<file path="src/rtl/pipe_hazard_ctrl.sv">
// Pipeline hazard controller: load-use interlock, branch redirect, MDU wait with timeout.
// Stall/flush outputs are combinational from state and inputs; stall_cnt counts stalled cycles.
module pipe_hazard_ctrl #(
  parameter int CNT_W       = 16,
  parameter int MDU_TIMEOUT = 64
) (
  input  logic             clk,
  input  logic             rst,
  input  logic [4:0]       id_rs1,
  input  logic [4:0]       id_rs2,
  input  logic             id_uses_rs1,
  input  logic             id_uses_rs2,
  input  logic             ex_mem_read,
  input  logic [4:0]       ex_rd,
  input  logic             branch_taken_ex,
  input  logic             mdu_start,
  input  logic             mdu_done,
  input  logic             imem_ready,
  input  logic             perf_clr,
  output logic             stall_pc,
  output logic             stall_ifid,
  output logic             flush_ifid,
  output logic             stall_idex,
  output logic             flush_idex,
  output logic             flush_exmem,
  output logic [1:0]       state,
  output logic             mdu_timeout_err,
  output logic [CNT_W-1:0] stall_cnt
);

  typedef enum logic [1:0] {
    RUN      = 2'd0,
    REDIRECT = 2'd1,
    MDU_WAIT = 2'd2,
    ILLEGAL  = 2'd3
  } state_e;

  localparam logic [7:0] WAIT_LAST = 8'(MDU_TIMEOUT - 1);

  state_e     cur_q, nxt;
  logic [7:0] wcnt_q;
  logic       wcnt_clr, wcnt_inc, err_set;
  logic       lu;
  logic       sp, sif, fif, sidex, fidex, fexm;

  assign lu = ex_mem_read && (ex_rd != 5'd0) &&
              ((id_uses_rs1 && (id_rs1 == ex_rd)) || (id_uses_rs2 && (id_rs2 == ex_rd)));

  always_comb begin
    nxt      = cur_q;
    wcnt_clr = 1'b0;
    wcnt_inc = 1'b0;
    err_set  = 1'b0;
    sp       = 1'b0;
    sif      = 1'b0;
    fif      = 1'b0;
    sidex    = 1'b0;
    fidex    = 1'b0;
    fexm     = 1'b0;
    case (cur_q)
      REDIRECT: begin
        if (imem_ready) begin
          nxt = RUN;
        end else begin
          sp  = 1'b1;
          fif = 1'b1;
        end
      end
      MDU_WAIT: begin
        if (mdu_done) begin
          nxt = RUN;
        end else begin
          sp    = 1'b1;
          sif   = 1'b1;
          sidex = 1'b1;
          fexm  = 1'b1;
          if (wcnt_q == WAIT_LAST) begin
            err_set = 1'b1;
            nxt     = RUN;
          end else begin
            wcnt_inc = 1'b1;
          end
        end
      end
      RUN, ILLEGAL: begin
        if (branch_taken_ex) begin
          fif   = 1'b1;
          fidex = 1'b1;
          nxt   = imem_ready ? RUN : REDIRECT;
        end else begin
          if (mdu_start && !mdu_done) begin
            sp       = 1'b1;
            sif      = 1'b1;
            sidex    = 1'b1;
            fexm     = 1'b1;
            wcnt_clr = 1'b1;
            nxt      = MDU_WAIT;
          end else if (lu) begin
            sp    = 1'b1;
            sif   = 1'b1;
            fidex = 1'b1;
          end
          // A held IF/ID keeps its instruction, so the fetch bubble only goes in when not holding
          if (!imem_ready) begin
            sp  = 1'b1;
            fif = !sif;
          end
        end
        if (cur_q == ILLEGAL) nxt = RUN;
      end
      default: nxt = RUN;
    endcase
  end

  assign stall_pc    = sp    & ~rst;
  assign stall_ifid  = sif   & ~rst;
  assign flush_ifid  = fif   & ~rst;
  assign stall_idex  = sidex & ~rst;
  assign flush_idex  = fidex & ~rst;
  assign flush_exmem = fexm  & ~rst;
  assign state       = cur_q;

  always_ff @(posedge clk or posedge rst) begin
    if (rst) begin
      cur_q           <= RUN;
      wcnt_q          <= 8'd0;
      mdu_timeout_err <= 1'b0;
      stall_cnt       <= '0;
    end else begin
      cur_q <= nxt;
      if (wcnt_clr)      wcnt_q <= 8'd0;
      else if (wcnt_inc) wcnt_q <= wcnt_q + 8'd1;
      if (err_set) mdu_timeout_err <= 1'b1;
      if (perf_clr)                     stall_cnt <= '0;
      else if (stall_pc && !(&stall_cnt)) stall_cnt <= stall_cnt + 1'b1;
    end
  end

endmodule

</file>
<file path="config.mk">
export PLATFORM = sky130hd
export DESIGN_NAME = pipe_hazard_ctrl
export DESIGN_NICKNAME = d
export VERILOG_FILES = /design/src/rtl/pipe_hazard_ctrl.sv
export SDC_FILE = /design/constraint.sdc
export NUM_CORES = 1
export LEC_CHECK = 0
export CORE_ASPECT_RATIO = 1.4
export CORE_UTILIZATION = 35
export DETAILED_ROUTE_END_ITERATION = 8
export MAX_ROUTING_LAYER = met4
export PLACE_DENSITY = 0.63
export SLEW_MARGIN = 30
export SYNTH_ARGS = -nofsm -noshare
export SYNTH_HDL_FRONTEND = slang
export SYNTH_SLANG_ARGS = --single-unit
</file>
<file path="constraint.sdc">
create_clock -name clk -period 4.9 [get_ports clk]
set_input_delay 0.735 -clock clk [delete_from_list [all_inputs] [get_ports clk]]
set_output_delay 0.735 -clock clk [all_outputs]
set_load 0.01 [all_outputs]
</file>
==> results_dict.tcl, run 1 <==
set metrics [dict create \
    cts-resized-gates 0 \
    power_leakage_nw 0.953 \
    crit_fanout 3 \
    cts_setup_buffers 0 \
    crit_required_ps 4160 \
    top_layer "met4" \
    cp-startpoint "ex_rd[0]" \
    reg2reg_depth 8 \
    syn_to_final_growth_pct 33.6 \
    grt_overflow_total 0 \
    gp_congestion 0.884 \
    h-tree-depth 1 \
    wl_per_cell_um 13.5 \
    design_area_mm2 0.00237 \
    fin_crit_sh_pct 74.2 \
    drive_gt1_share_pct 4.88 \
    rows 30 \
    worstReg2RegStart "state[0]" \
    worstReg2RegEnd "stall_cnt[9]" \
    cts_buffers 3 \
    worst_slack_ps 1270 \
    clk_pin_slew_worst_paths_ps 100 \
    irDropWorstVdd_v 0.000183 \
    io-pin-count 50 \
    grt_max_degree 28 \
    crit_slowest_cell "clkdlybuf4s50_1" \
    fin_skew_ps 8.36 \
    max_freq_ghz 0.275 \
    clock_sinks 27 \
    syn_nets 229 \
    synth_cell_types 45 \
    synth_cells 197 \
    timing.final.hold_violations 0 \
    routed_via_density 5.26 \
    cp.depth 8 \
    chipHeight_um 86.3 \
    slew_viol_final 0 \
    antenna_found_initial 0 \
    synth-seq-cells 27 \
    async_flop_share_pct 100 \
    die_area_mm2 0.00537 \
    vias 1630 \
    seq_area_frac_synth_pct 38.1 \
    first_global_vias 1616 \
    synth-main-ff-cell "dfrtp_1" \
    yosysTopAreaCell "dfrtp_1" \
    wl_met1_um 1700 \
    dp_slack_ps 1260 \
    grt_pass1_wl_um 7320 \
    clock_path_buffers 2 \
    postCtsHoldBufs 0 \
    clk_latency_ps 280 \
    setup_violations 0 \
    synth_area_per_cell_um2 9.01 \
    startpoint_type "input pin" \
    dpl-instance-area_mm2 0.00232 \
    initial_core_util_pct 36.4 \
    synth_area_leaders "dfrtp_1, xnor2_1, ha_1, a21oi_1, nor2_1" \
    track_usage_pct 17.5 \
    cp_top_family "buffers and inverters" \
    slew_headroom_pct 50.5 \
    synth_top_area_share_pct 38.1 \
    synth_top_cells_by_count "dfrtp_1, nor2_1, a21oi_1" \
    wl_met3_um 142 \
    num_antenna_cells 0 \
    ant_nets 0 \
    cp_slowest_stage_delay_ps 580 \
    drc_errors 0 \
    crit_end "stall_ifid" \
    synth.most_common_cell "dfrtp_1" \
    rsz0062_at_grt "false" \
    power.density_mw_per_mm2 287 \
    fin_setup_tns_ps 0 \
    wl_met2_um 2250 \
    status "finished clean" \
    critical_path.most_common_cell "clkdlybuf4s50_1" \
    finalCriticalPeriod_ps 3630 \
    criticalPathCategory "in2out" \
    worst_pin_slew_ps 739 \
    root_buffer "clkbuf_8" \
    ys_warn_count 0 \
    synth_area_mm2 0.00178 \
    drtIter0Drc 69 \
    die_x_um 62.2 \
    dr.pass1.iters 5 \
    critical_path.cell_chain "clkdlybuf4s50_1 > xnor2_1 > nand4_1 > o22a_1 > o21ai_0 > nand2_1 > a21boi_0 > clkdlybuf4s50_1" \
    synth_edf_count 0 \
    nNetsFinal 279 \
    worstSetupEndpointType "output port" \
    portBuffers 49 \
    critPathBufInv 2 \
    finalWirelength_um 4170 \
    core_area_mm2 0.00488 \
    cap_viol_max_count 0 \
    hold_class "reg2reg" \
    ff2ff_setup_slack_ps 2310 \
    cts_tree "yes" \
    crit_arrival_ps 2900 \
    dp_hpwl_um 3230 \
]
## area by class of cell
type	instances	area, um^2
Clock inverter	1	7.51
Fill cell	490	2510
Timing Repair Buffer	51	505
Clock buffer	3	41.3
Sequential cell	27	676
Tap cell	64	80.1
Inverter	8	30.0
Multi-Input combinational cell	156	1030
## layout by cell type, fill, tap and decap left out, types with 2 or more instances in the layout
cell,instances
buf_4,2
xnor2_1,12
mux2_1,2
and2_1,2
and3_1,6
nor2b_1,4
dfrtp_1,27
inv_1,8
a41o_1,3
clkbuf_8,3
nor3b_1,2
nand4_1,10
or4_1,3
a21oi_1,15
clkdlybuf4s50_1,49
a311oi_1,3
o21ai_1,5
nand2b_1,3
ha_1,7
or3_1,5
xor2_1,6
nor2_1,20
nor3_1,2
o31ai_1,5
nand2_1,12
o21ai_0,5
nand3_1,6
## through the flow
step                power (mW)  hold slack, ps  utilization, %  std cells
floorplan                0.448             497               -        197
global placement         0.549             466            47.6        306
detailed placement       0.551             458            47.6        306
CTS                      0.690             494            48.6        310
global route             0.728             533            48.6        310
finish                   0.681             486            48.6        310
## worst register-to-register path: stages, from the launching register on
cell     delay (ps)
dfrtp_1         440
inv_1           100
ha_1            360
nor2_1          260
o31ai_1         130
nor3b_1         340
a21oi_2         210
or4_1           510
a21oi_1         160
## sequential cells by signal, indices dropped and copies added (netlist names)
name,flops
state,2
wcnt_q,8
mdu_timeout_err,1
stall_cnt,16
## cells by family after synthesis
| group | share of synthesized area (%) |
|---|---|
| simple gates | 25.2 |
| compound gates | 17.3 |
| flops | 38.1 |
| xor+xnor | 8.88 |
| buf+inv | 3.81 |
| mux | 1.83 |
| fa+ha+maj | 4.93 |
## worst min path at each step
stage	start	end	depth (start not counted)
finish	mdu_timeout_err	mdu_timeout_err	1
global route	mdu_timeout_err	mdu_timeout_err	1
CTS	mdu_timeout_err	mdu_timeout_err	1
detailed placement	mdu_timeout_err	mdu_timeout_err	1
global placement	mdu_timeout_err	mdu_timeout_err	1
floorplan	wcnt_q[5]	wcnt_q[5]	2
## report_power, final
group	internal, mW	total (mW)	switching, mW
logic	0.130	0.276	0.146
registers	0.245	0.270	0.0244
clock network	0.0578	0.134	0.0767
total	0.433	0.681	0.248
## per-layer routing
| layer | vias up | track usage (%) |
|---|---|---|
| met4 | 0 | 7.82 |
| met3 | 10 | 2.50 |
| met5 | - | - |
| met1 | 764 | 19.7 |
| li1 | 816 | - |
| met2 | 40 | 30.7 |
(Power assumes the default switching activity.)
==> run 2: changes to the inputs <==
==> constraint.sdc (replaced) <==
create_clock -name clk -period 3.4 [get_ports clk]
set_input_delay 0.51 -clock clk [delete_from_list [all_inputs] [get_ports clk]]
set_output_delay 0.51 -clock clk [all_outputs]
set_load 0.01 [all_outputs]
==> results_dict.tcl, run 2 (synthesized netlist as in run 1, its figures left out) <==
set metrics [dict create \
    cap_viol_max_count 0 \
    vias 1643 \
    io-pin-count 50 \
    setup_violations 0 \
    grt_max_degree 28 \
    clock_sinks 27 \
    cts_buffers 3 \
    crit_arrival_ps 2630 \
    grt_pass1_wl_um 7350 \
    die_area_mm2 0.00537 \
    cts-resized-gates 0 \
    antenna_found_initial 0 \
    clk_latency_ps 280 \
    max_freq_ghz 0.319 \
    design_area_mm2 0.00239 \
    irDropWorstVdd_v 0.000271 \
    grt_overflow_total 0 \
    grtUsageMet3_pct 2.11 \
    wl_per_cell_um 13.2 \
    fin_crit_sh_pct 92.3 \
    slew_viol_final 0 \
    first_global_vias 1630 \
    power_leakage_nw 0.963 \
    dr.pass1.iters 4 \
    criticalPathCategory "in2out" \
    postCtsHoldBufs 0 \
    postLayoutCoreUtil_pct 48.9 \
    dpl-instance-area_mm2 0.00234 \
    drive_gt1_share_pct 5.65 \
    crit_required_ps 2890 \
    chipHeight_um 86.3 \
    layout_commonest_cell "clkdlybuf4s50_1" \
    power_mw 0.990 \
    slew_headroom_pct 53.3 \
    fin_skew_ps 2.63 \
    crit_fanout 4 \
    largest_reg_flops 16 \
    syn_to_final_growth_pct 34.5 \
    power.density_mw_per_mm2 415 \
    gp_congestion 0.856 \
    finalWirelength_um 4120 \
    fin_cells 312 \
    cts_setup_buffers 0 \
    placed_cells 308 \
    portBuffers 49 \
    hold_class "reg2reg" \
    final_cell_mix "clkdlybuf4s50_1, dfrtp_1, nor2_1" \
    die_x_um 62.2 \
    fin_setup_tns_ps 0 \
    met1_usage_pct 19.8 \
    rsz0062_at_grt "false" \
    top_register "stall_cnt" \
    finalCriticalPeriod_ps 3140 \
    status "finished clean" \
    ant_nets 0 \
    root_buffer "clkbuf_8" \
    startpoint_type "input pin" \
    cts_tree "yes" \
    dp_hpwl_um 3210 \
    nNetsFinal 281 \
    grt.busiest_layer "met2" \
    clk_pin_slew_worst_paths_ps 100 \
    timing.final.hold_violations 0 \
    rows 30 \
    worstSetupEndpointType "output port" \
    drtIter0Drc 84 \
    clock_path_buffers 2 \
    initial_core_util_pct 36.4 \
    worst_pin_slew_ps 699 \
    track_usage_pct 17.3 \
    grtUsageMet2_pct 30.6 \
    drc_errors 0 \
    core_area_mm2 0.00488 \
    num_antenna_cells 0 \
    h-tree-depth 1 \
    routed_via_density 5.27 \
]
## run 2: through the flow
stage	setup WS (ps)	hold slack (ps)
2_1_floorplan	1040	497
3_3_place_gp	212	463
3_5_place_dp	222	458
4_1_cts	196	491
5_1_grt	12.6	504
6_report	261	483
## run 2: power by group
part	switching (mW)	total, mW	internal, mW
registers	0.0362	0.390	0.354
logic	0.212	0.408	0.196
clock network	0.109	0.193	0.0834
total	0.357	0.990	0.633
## run 2: worst paths after layout
path	start	endpoint	slack [ps]	cells past startpoint
setup / recovery	ex_rd[1]	flush_ifid	260	6
hold reg to reg	mdu_timeout_err	mdu_timeout_err	480	1
setup reg to reg	state[0]	stall_cnt[9]	830	8
max in group asynchronous	rst	stall_cnt[13]	2400	3
hold / removal	mdu_timeout_err	mdu_timeout_err	480	1
min in group asynchronous	rst	state[1]	740	3
## run 2: cell type report
| class | instances | area (um^2) |
|---|---|---|
| Timing Repair Buffer | 53 | 520 |
| Multi-Input combinational cell | 156 | 1030 |
| Sequential cell | 27 | 676 |
| Clock inverter | 1 | 7.51 |
| Clock buffer | 3 | 41.3 |
| Fill cell | 501 | 2490 |
| Inverter | 8 | 30.0 |
| Tap cell | 64 | 80.1 |
## run 2: routing by layer
| metal | vias up | routed length (um) | part of all wire [%] |
|---|---|---|---|
| met4 | 0 | 101 | 2.5 |
| met1 | 777 | 1790 | 43 |
| met3 | 10 | 117 | 2.8 |
| li1 | 817 | - | - |
| met2 | 39 | 2110 | 51 |
| met5 | - | 0 | 0 |
## run 2: worst max-delay path, cell delays in order
cell             delay (ps)
clkdlybuf4s50_1         470
or4_4                   570
o21ai_4                 190
o21ai_1                 110
a21oi_1                 200
clkdlybuf4s50_1         570
